`src/rtl/hdr_dig_inject.sv`:
```
// hdr_dig_inject: binary header to 1-of-4 four-phase RTZ injector for the async router input.
// Optional ack timeout flag is enabled by defining HDR_ACK_TIMEOUT_EN.
module hdr_dig_inject #(
  parameter int DW = 2,
  parameter int SYNC = 2,
  parameter int TMO = 255
) (
  input  logic            clk,
  input  logic            rst_n,
  input  logic            in_vld,
  output logic            in_rdy,
  input  logic [2*DW-1:0] in_hdr,
  output logic [4*DW-1:0] d_o,
  input  logic            ack,
  output logic            busy,
  output logic            err
);
  typedef enum logic [1:0] {IDLE, DATA, NUL} st_t;
  st_t st, st_n;
  logic [SYNC-1:0] sync;
  logic [2*DW-1:0] hbuf;
  logic [4*DW-1:0] enc, d_n;
  logic full, full_n, ack_s, go, acc;
  assign ack_s = sync[SYNC-1];
  assign acc = in_vld && in_rdy;
  assign go = st == IDLE && full && !ack_s;
  assign full_n = acc || (full && !go);
  assign d_n = go ? enc : (st == DATA && !ack_s) ? d_o : '0;
  always_comb begin
    enc = '0;
    for (int i = 0; i < DW; i++) enc[4*i+:4] = 4'b0001 << hbuf[2*i+:2];
  end
  always_comb st_n = go ? DATA : (st == DATA && ack_s) ? NUL : (st == NUL && !ack_s) ? IDLE : st;
  // every output is a flop so the router never sees a combinational glitch
  always_ff @(posedge clk or negedge rst_n)
    if (!rst_n) begin
      st <= IDLE;
      sync <= '0;
      hbuf <= '0;
      full <= 1'b0;
      in_rdy <= 1'b0;
      d_o <= '0;
      busy <= 1'b0;
    end else begin
      st <= st_n;
      sync <= {sync[SYNC-2:0], ack};
      if (acc) hbuf <= in_hdr;
      full <= full_n;
      in_rdy <= !full_n;
      d_o <= d_n;
      busy <= st_n != IDLE;
    end
`ifdef HDR_ACK_TIMEOUT_EN
  localparam int CW = $clog2(TMO + 1);
  logic [CW-1:0] cnt, cnt_n;
  assign cnt_n = (st_n != st || st == IDLE) ? '0 : (cnt == CW'(TMO)) ? cnt : cnt + 1'b1;
  always_ff @(posedge clk or negedge rst_n)
    if (!rst_n) begin
      cnt <= '0;
      err <= 1'b0;
    end else begin
      cnt <= cnt_n;
      if (cnt_n == CW'(TMO)) err <= 1'b1;
    end
`else
  assign err = TMO < 0;
`endif
endmodule
```
`config.mk`:
```
export PLATFORM = sky130hd
export DESIGN_NAME = hdr_dig_inject
export DESIGN_NICKNAME = d
export VERILOG_FILES = /design/src/rtl/hdr_dig_inject.sv
export SDC_FILE = /design/constraint.sdc
export NUM_CORES = 1
export LEC_CHECK = 0
export BUFFER_PORTS_ARGS = -buffer_cell sky130_fd_sc_hd__buf_2
export CORE_AREA = 2 2 46 48
export CTS_CLUSTER_SIZE = 24
export DETAILED_ROUTE_END_ITERATION = 12
export DIE_AREA = 0 0 48 50
export PLACE_DENSITY_LB_ADDON = 0.12
export SYNTH_ARGS = -nofsm -noshare
export SYNTH_HDL_FRONTEND = slang
export SYNTH_SLANG_ARGS = --single-unit
```
`constraint.sdc`:
```
create_clock -name clk -period 1.6 [get_ports clk]
set_input_delay 0.08 -clock clk [delete_from_list [all_inputs] [get_ports clk]]
set_output_delay 0.08 -clock clk [all_outputs]
set_load 0.02 [all_outputs]
```
==> out/metrics.cfg, run 1 <==
[cells_and_area]
drive_gt1_share_pct = 34.6
nNetsFinal = 90
fillerInstances = 196
syn_to_final_growth_pct = 25.8
fin_util_pct = 47.4
antenna_cells = 0
finalInstanceArea_um2 = 902

[power]
irDropWorstVdd_mv = 0.763
p_total_mw = 1.41
pwr_density_cell_nw_per_um2 = 1570
p_leak_nw = 0.440

[critical_path]
r2r-start = st[1]$_DFF_PN0_
slowest_stage = or4b_4
critPathMaxFanout = 6
worstPathCellList = or4b_4, o31ai_1
r2r_end = d_o[4]$_DFFE_PN0P_
crit_type = reg2reg
reg2reg_depth = 2
critPathMaxStageDelay_ps = 590
startpoint_type = flop
worstPathRequired_ps = 1800
cp.arrival_ps = 1530
critPathCaptureType = flop
rrSetupSlack_ps = 260

[synth]
synthCells = 56
syn_nets = 64
synth-seq-area-share_pct = 66.3
synth_area_um2 = 717
ys_warn_count = 0
ys_ff_latch = 19
avgSynthCellArea_um2 = 12.8
ys_types = 18

[routing]
drt_iter0_markers = 16
wl_per_cell_um = 11.5
final_antenna_net_count = 0
first_pass_iters = 2
wl_um = 1240
drc_errors = 0
vias_per_cell = 4.76
routed-via-count = 514

[grt]
grt.met1_usage_pct = 16.3
grt_use_met2_pct = 16.7
grt-busiest-layer = met2
grt_pass1_wl_um = 2050
grt-ovfl-total = 0
grt_max_degree = 20
grt_usage_pct = 12.3
grt_pass1_vias = 445
use_met3_pct = 6.96
antenna_found_initial = 0

[cts]
clk_pin_slew_ps = 100
clock_latency_ps = 290
post_cts_resized = 0
postCtsSetupBuffers = 0
clockBufferDepth = 2
numCtsBuffers = 3
cts-htree-levels = 1
cts_hold_buf = 2
cts-root-buf = clkbuf_4
cts_sinks = 19
cts_tree = built

[placement]
port_buffers = 17
place_area_um2 = 836
hpwlAfterDp_um = 871
place.gp.congestion = 0.680
post-place-ws_ps = 290

[hold_path]
min_to = hbuf[2]$_DFFE_PN0P_
min_path_type = in2reg
min_from = in_hdr[2]
hold_depth = 2

[timing]
rsz0062_at_grt = no
setup_slack_ps = 263
period_share_pct = 83.5
final-hold-violation-count = 0
tightest_slew_ps = 506
finalClockSkew_ps = 6.21
relSlewSlack_pct = 66.1
fin_setup_tns_ps = 0
slew_violations = 0
fin_crit_ps = 1340
setup_viol_count_final = 0
max_freq_ghz = 0.748

[floorplan]
dieWidth_um = 48
row_count = 16
coreArea_um2 = 1900
ios = 19
die_area_um2 = 2400
start_util_pct = 37.7
die-height_um = 50

[job]
drv_cap = 0

[outcome]
outcome = complete, no violations

registers in the layout (all words and copies together), names as in the netlist:
signal / flops
sync: 2
d_o: 8
in_rdy: 1
busy: 1
st: 2
full: 1
hbuf: 4
metrics by stage:
stage	std cells	hold slack [ps]
after floorplan	56	-216
after global placement	100	45.4
after detailed placement	100	40.0
after CTS	106	6.17
after global routing	108	2.39
final	108	14.7
Yosys cell counts:
master	n	area, um2
conb_1	1	3.75
inv_1	1	3.75
a22o_1	2	17.5
and2_1	1	6.26
and2b_2	1	8.76
o22ai_1	1	6.26
o21ai_0	2	10.0
a32o_1	2	20.0
o31ai_1	2	15.0
buf_4	1	7.51
nor2_1	5	18.8
a21oi_1	2	10.0
nor3b_2	1	12.5
nor4b_1	1	8.76
mux2_2	4	45.0
nand2_1	9	33.8
dfrtp_1	19	475
or4b_4	1	13.8
report_power, final:
| part | switching [mW] | internal (mW) | total (mW) | leakage, nW |
|---|---|---|---|---|
| Combinational | 0.215 | 0.196 | 0.412 | 0.186 |
| Clock | 0.139 | 0.0970 | 0.236 | 0.0150 |
| Sequential | 0.143 | 0.624 | 0.767 | 0.239 |
cell usage in the layout (no fill, tap or decap):
cell type,n
buf_2,17
o21ai_0,2
a22o_1,2
a32o_1,2
dlygate4sd3_1,4
nor4b_1,1
and2b_2,1
conb_1,1
dfrtp_1,19
a21oi_1,2
nand2_1,9
mux2_2,4
o22ai_1,1
buf_4,1
and2_1,1
inv_1,1
or4b_4,1
clkbuf_1,1
o31ai_1,2
nor2_1,5
nor3b_2,1
clkbuf_4,3
layer usage:
metal,part of all wire [%],vias up,wire [um]
li1,-,252,-
met1,48,244,593
met2,45,16,563
met3,5.8,2,72
met4,1.0,0,13
met5,0,-,0
cell families after synthesis:
kind of cell | count (synthesis) | synth area share (%)
AOI/OAI and AO/OA | 11 | 11.0
and+or+nand+nor | 19 | 14.3
muxes | 4 | 6.28
other | 1 | 0.523
buffers and inverters | 2 | 1.57
DFF | 19 | 66.3
final cells by class:
class / count / area [um2] / area share [%]
Sequential cell: 19 / 475 / 52.7
Inverter: 1 / 3.75 / 0.416
Clock buffer: 4 / 26.3 / 2.91
Tap cell: 27 / 33.8 / 3.74
Timing Repair Buffer: 22 / 133 / 14.7
Multi-Input combinational cell: 35 / 230 / 25.5
how the worst max path moves through the flow:
stage	end	depth (start not counted)	slack [ps]	startpoint
2_1_floorplan	d_o[0]$_DFFE_PN0P_	2	350	st[1]$_DFF_PN0_
4_1_cts	d_o[5]$_DFFE_PN0P_	3	270	st[1]$_DFF_PN0_
5_1_grt	d_o[4]$_DFFE_PN0P_	2	200	st[1]$_DFF_PN0_
3_5_place_dp	d_o[2]$_DFFE_PN0P_	3	290	st[1]$_DFF_PN0_
6_report	d_o[4]$_DFFE_PN0P_	2	260	st[1]$_DFF_PN0_
3_3_place_gp	d_o[5]$_DFFE_PN0P_	3	280	st[1]$_DFF_PN0_
worst max-delay path: cells and delay by family, from the launching register on:
family | cells | cell delay (ps)
AO/OA/AOI/OAI | 1 | 220
flip-flops | 1 | 440
AND/OR/NAND/NOR | 1 | 590
(Power assumes the default switching activity.)
==> run 2: changes to the inputs <==
==> constraint.sdc (replaced) <==
create_clock -name clk -period 1.15 [get_ports clk]
set_input_delay 0.0575 -clock clk [delete_from_list [all_inputs] [get_ports clk]]
set_output_delay 0.0575 -clock clk [all_outputs]
set_load 0.02 [all_outputs]
==> run 2 against run 1 <==
Effect of this change:
- the flow now finishes with violations (negative setup slack)
- utilization rose by 5.1 points
- sequential cell count did not move
- power rose by 54%
- worst setup slack got worse by 380 ps
- count of clock-buffer cells in the layout fell by 1
- worst hold slack improved by 75 ps
- combinational power rose by 97%
- global-route usage rose by 1.8 points
- maximum frequency rose by 5.3%
- sequential share of layout area fell by 5.1 points
- critical path type unchanged
==> out/metrics.cfg, run 2 (same netlist as run 1, synthesis figures left out) <==
[outcome]
outcome = finished with violations
violations = negative setup slack

[critical_path]
worstPathCellList = or4b_4, o31ai_1
cp.arrival_ps = 1470  ; -60 ps
worstPathRequired_ps = 1350  ; -450 ps
startpoint_type = flop
critPathCaptureType = flop
cp_top_family = simple AND/OR/NAND/NOR gates
r2r-start = st[0]$_DFF_PN0_
crit_type = reg2reg
critPathMaxStageDelay_ps = 570  ; -20 ps
critPathMaxFanout = 5  ; -1
startpoint = st[0]$_DFF_PN0_
slowest_stage = or4b_4
crit_buf_inv = 0  ; unchanged

[grt]
antenna_found_initial = 0  ; unchanged
grt_pass1_wl_um = 2310  ; +13%
grt_pass1_vias = 501  ; +13%
grt_usage_pct = 14.0  ; +1.8 points
grt_max_degree = 20  ; unchanged
grt-ovfl-total = 0  ; unchanged

[timing]
finalClockSkew_ps = 1.85  ; -4.36 ps
max_freq_ghz = 0.788  ; +5.3%
setup_slack_ps = -119  ; -382 ps
final-hold-violation-count = 0  ; unchanged
rsz0062_at_grt = yes
slew_violations = 0  ; unchanged
fin_crit_ps = 1270  ; -67.8 ps
setup_viol_count_final = 10  ; +10
fin_setup_tns_ps = -783  ; -783 ps
period_share_pct = 110  ; +27 points

[routing]
vias_per_cell = 4.58  ; -3.7%
first_pass_iters = 4  ; +2
wl_um = 1340  ; +8.0%
drc_errors = 0  ; unchanged
routed-via-count = 536  ; +4.3%
drt_iter0_markers = 6  ; -10
wl_per_cell_um = 11.5  ; -0.33%
final_antenna_net_count = 0  ; unchanged

[hold_path]
min_path_type = in2reg
min_from = in_vld

[placement]
hpwlAfterDp_um = 940  ; +8.0%
port_buffers = 17  ; unchanged
place.gp.congestion = 0.713  ; +5.0%
place_inst = 105  ; +5.0%

[floorplan]
ios = 19  ; unchanged
dieWidth_um = 48  ; unchanged
row_count = 16  ; unchanged
die_area_um2 = 2400  ; unchanged
die-height_um = 50  ; unchanged
coreArea_um2 = 1900  ; unchanged
start_util_pct = 37.7  ; unchanged

[cts]
cts-htree-levels = 1  ; unchanged
numCtsBuffers = 3  ; unchanged
clk_pin_slew_ps = 110  ; about the same
clock_latency_ps = 290  ; about the same
cts_sinks = 19  ; unchanged
clockBufferDepth = 2  ; unchanged
cts-root-buf = clkbuf_4
cts_tree = built

[cells_and_area]
final_common_cell = dfrtp_1
fin_cells = 117  ; +8.3%
fillerInstances = 184  ; -6.1%
top_register = d_o
nNetsFinal = 99  ; +10%
largest_reg_flops = 8  ; unchanged
largestRegisters = d_o: 8 flops, hbuf: 4 flops
layout_common_cells = dfrtp_1, buf_2, nand2_1
syn_to_final_growth_pct = 39.3
multi_input_area_um2 = 245  ; +6.5%
seqCellArea_um2 = 475  ; unchanged
antenna_cells = 0  ; unchanged
fin_util_pct = 52.5  ; +5.1 points
drive_gt1_share_pct = 41.1  ; +6.5 points

[power]
irDropWorstVdd_mv = 1.23  ; +62%
p_leak_nw = 0.495  ; +13%
pwr_density_cell_nw_per_um2 = 2180  ; +39%
p_total_mw = 2.18  ; +54%

[job]
drv_cap = 0  ; unchanged

run 2: changes by cell type in the layout (fill, tap and decap cells not counted), sizes merged:
cell         before  now
buf              18   25
dlygate4sd3       4    6
clkbuf            4    3
clkinv            0    1
run 2: cell type report:
class                      instances  share of cell area, %
sequential                        19                   47.6
multi-input combinational         35                   24.6
timing repair buffer              31                   21.3
clock inverter                     1                  0.501
clock buffer                       3                   2.26
inverter                           1                  0.376
tap                               27                   3.38
run 2: where the power goes:
group,leakage (nW),total (mW),switching (mW),internal [mW]
combinational,0.239,0.813,0.392,0.421
sequential,0.239,1.03,0.166,0.868
clock,0.0177,0.330,0.200,0.129
total,0.495,2.18,0.758,1.42
run 2: metal layers:
metal / vias to the layer above / track usage [%] / share of wire, %
li1: 261 / - / -
met1: 257 / 18.8 / 44
met2: 14 / 19.1 / 49
met3: 4 / 4.76 / 5.2
met4: 0 / 8.11 / 2.1
met5: - / 0 / 0
run 2: final timing paths:
path	endpoint	slack [ps]	cells after the start
worst min-delay path	full$_DFF_PN0_	90	3
max in group asynchronous	hbuf[0]$_DFFE_PN0P_	640	2
worst max register to register	d_o[4]$_DFFE_PN0P_	-120	2
min in group asynchronous	busy$_DFF_PN0_	220	2
worst min register to register	sync[1]$_DFF_PN0_	360	0
worst max-delay path	d_o[4]$_DFFE_PN0P_	-120	2
run 2: through the flow:
stage,cell area [um2],setup WS [ps],hold slack (ps)
finish,998,-119,89.6
global route,998,-183,140
CTS,982,-124,88.6
detailed placement,873,-103,12.9
global placement,873,-103,19.6
floorplan,717,-84.0,-238
run 2: timing repair:
item                                    CTS  global route
hold buffers                              6             0
buffers inserted                          1             1
endpoints found under the setup margin   10            10
gates resized for setup                   4             2
pin swaps                                 3             0
hold endpoints to repair                 24             0
run 2: worst reg2reg max path, cell delays in order (launching register included):
cell and delay, ps:
dfrtp_1 400, or4b_4 580, o31ai_1 210
==> run 3: changes to the inputs <==
--- a/config.mk
+++ b/config.mk
@@ -6,10 +6,10 @@
 export NUM_CORES = 1
 export LEC_CHECK = 0
 export BUFFER_PORTS_ARGS = -buffer_cell sky130_fd_sc_hd__buf_2
-export CORE_AREA = 2 2 46 48
+export CORE_AREA = 2 2 44 46
 export CTS_CLUSTER_SIZE = 24
 export DETAILED_ROUTE_END_ITERATION = 12
-export DIE_AREA = 0 0 48 50
+export DIE_AREA = 0 0 46 48
 export PLACE_DENSITY_LB_ADDON = 0.12
 export SYNTH_ARGS = -nofsm -noshare
 export SYNTH_HDL_FRONTEND = slang
==> run 3 against run 2 <==
Effect of this change:
- wire length is 2.1% lower
- combinational power is 0.5% higher
- non-clock buffer count is 1 higher
- worst setup slack better by 12 ps
- die area is 8.0% lower
- highest routed layer unchanged
- utilization is 7.0 points higher
- critical path depth is 1 higher
- the run still ends with negative setup slack left
- power is 0.72% higher
- clock power hardly changed
- maximum frequency is 0.98% higher
- first-iteration DRC count is 50% lower
- sequential share of layout area is 0.30 points lower
==> out/metrics.cfg, run 3 (same netlist as run 1, synthesis figures left out) <==
[power]
p_leak_nw = 0.503  ; +1.6%
seq_power_share_pct = 47.7  ; +0.2 points
p_sw_mw = 0.774  ; +2.1%
p_int_mw = 1.42  ; about the same
pwr_density_cell_nw_per_um2 = 2180  ; about the same
p_total_mw = 2.19  ; +0.72%
power.share.switching_pct = 35.3  ; +0.49 points
comb_power_share_pct = 37.3  ; about the same
irDropWorstVdd_mv = 1.15  ; -6.9%
power.clock.fraction_pct = 15.0  ; about the same

[grt]
use_met3_pct = 3.40  ; -1.4 points
grt_usage_pct = 14.8  ; +0.72 points
antenna_found_initial = 0  ; unchanged
grt_pass1_wl_um = 2200  ; -4.8%
grt.met1_usage_pct = 19.5  ; +0.69 points
grt_use_met2_pct = 21.1  ; +2.0 points
grt-ovfl-total = 0  ; unchanged
grt_max_degree = 20  ; unchanged
grt_pass1_vias = 520  ; +3.8%
grt-busiest-layer = met2

[critical_path]
critPathMaxStageDelay_ps = 560  ; about the same
crit_type = reg2reg
cp_top_family = simple AND/OR/NAND/NOR gates
critPathMaxFanout = 5  ; unchanged
worstPathRequired_ps = 1390  ; +40 ps
cp.arrival_ps = 1500  ; +30 ps
worstPathCellList = or4b_4, nor2_1, a22o_1
startpoint_type = flop
slowest_stage = or4b_4
critPathCaptureType = flop
crit_buf_inv = 0  ; unchanged

[routing]
final_antenna_net_count = 0  ; unchanged
drc_errors = 0  ; unchanged
routed-via-count = 523  ; -2.4%
wl_per_cell_um = 12.2  ; +6.1%
first_pass_iters = 3  ; -1
wl_um = 1310  ; -2.1%
drt_iter0_markers = 3  ; -3
vias_per_cell = 4.84  ; +5.7%

[floorplan]
dieWidth_um = 46  ; -4.2%
die-height_um = 48  ; -4.0%
die_area_um2 = 2210  ; -8.0%
start_util_pct = 42.4  ; +4.7 points
coreArea_um2 = 1690  ; -11%
row_count = 15  ; -1
ios = 19  ; unchanged

[placement]
port_buffers = 17  ; unchanged
place_inst = 97  ; -7.6%
hpwlAfterDp_um = 905  ; -3.7%
place_area_um2 = 876  ; +0.29%
place.gp.congestion = 0.692  ; -3.0%
post-place-ws_ps = -184  ; -81.5 ps

[cts]
cts_tree = built
cts_sinks = 19  ; unchanged
cts-htree-levels = 1  ; unchanged
clockBufferDepth = 2  ; unchanged
clk_pin_slew_ps = 110  ; about the same
cts-root-buf = clkbuf_4
clock_latency_ps = 290  ; about the same
numCtsBuffers = 3  ; unchanged

[timing]
fin_crit_ps = 1260  ; -12.3 ps
period_share_pct = 109  ; -1.1 points
fin_setup_tns_ps = -704  ; +78.3 ps
holdWs_ps = 87.1  ; -2.53 ps
slew_violations = 0  ; unchanged
setup_viol_count_final = 10  ; unchanged
setup_slack_ps = -106  ; +12.3 ps
final-hold-violation-count = 0  ; unchanged
max_freq_ghz = 0.796  ; +0.98%
rsz0062_at_grt = yes
finalClockSkew_ps = 8.53  ; +6.68 ps

[cells_and_area]
syn_to_final_growth_pct = 40.1
nNetsFinal = 100  ; +1.0%
layout_common_cells = dfrtp_1, buf_2, nand2_1, buf_4, dlygate4sd3_1
final_common_cell = dfrtp_1
fin_util_pct = 59.5  ; +7.0 points
finalInstanceArea_um2 = 1000  ; +0.63%
largest_reg_flops = 8  ; unchanged
fin_cells = 108  ; -7.7%
antenna_cells = 0  ; unchanged
drive_gt1_share_pct = 46.2  ; +5.0 points
fillerInstances = 156  ; -15%
largestRegisters = d_o: 8 flops, hbuf: 4 flops
top_register = d_o

[outcome]
violations = negative setup slack
outcome = finished with violations

[hold_path]
min_path_type = in2reg

[job]
drv_cap = 0  ; unchanged

run 3: changes by cell type in the layout (fill, tap and decap cells not counted):
cell     before  now
buf_4         6    7
nand2_1       9    7
nand2_2       0    2
nor2_1        5    4
nor2_2        0    1
o21ai_1       2    1
o21ai_2       0    1
run 3: layer usage:
layer	vias up	part of all wire (%)
met5	-	0
met4	0	1.3
met3	2	3.8
met2	15	45
met1	243	50
li1	263	-
run 3: what timing repair did:
action,in CTS,in global routing
buffers inserted,0,1
pin swaps,3,3
setup endpoints to repair,10,10
hold buffers,6,0
resized for setup,6,4
endpoints found under the hold margin,24,0
run 3: path summary, 6_finish.rpt:
path / startpoint / end / slack [ps] / cells past startpoint
max reg2reg: sync[1]$_DFF_PN0_ / d_o[2]$_DFFE_PN0P_ / -110 / 3
min in group asynchronous: rst_n / d_o[0]$_DFFE_PN0P_ / 220 / 2
min reg2reg: sync[0]$_DFF_PN0_ / sync[1]$_DFF_PN0_ / 360 / 0
max in group asynchronous: rst_n / hbuf[3]$_DFFE_PN0P_ / 630 / 2
min: in_vld / full$_DFF_PN0_ / 90 / 3
max: sync[1]$_DFF_PN0_ / d_o[2]$_DFFE_PN0P_ / -110 / 3
run 3: final cells by class:
| cell class | instances | area [um2] | area share, % |
|---|---|---|---|
| Inverter | 1 | 3.75 | 0.374 |
| Clock buffer | 3 | 22.5 | 2.24 |
| Multi-Input combinational cell | 35 | 256 | 25.5 |
| Sequential cell | 19 | 475 | 47.3 |
| Tap cell | 17 | 21.3 | 2.12 |
| Clock inverter | 1 | 5.00 | 0.498 |
| Timing Repair Buffer | 32 | 220 | 21.9 |
run 3: power groups by stage:
stage / registers, mW / logic, mW / clock network, mW
floorplan: 1.13 / 0.318 / 0
global placement: 1.04 / 0.711 / 0
detailed placement: 1.05 / 0.726 / 0
CTS: 1.05 / 0.778 / 0.345
global route: 1.07 / 0.911 / 0.373
finish: 1.05 / 0.817 / 0.329
run 3: worst reg2reg max path, cell delays in order (launching register included):
cell     delay (ps)
dfrtp_1         410
or4b_4          560
nor2_1          120
a22o_1          120
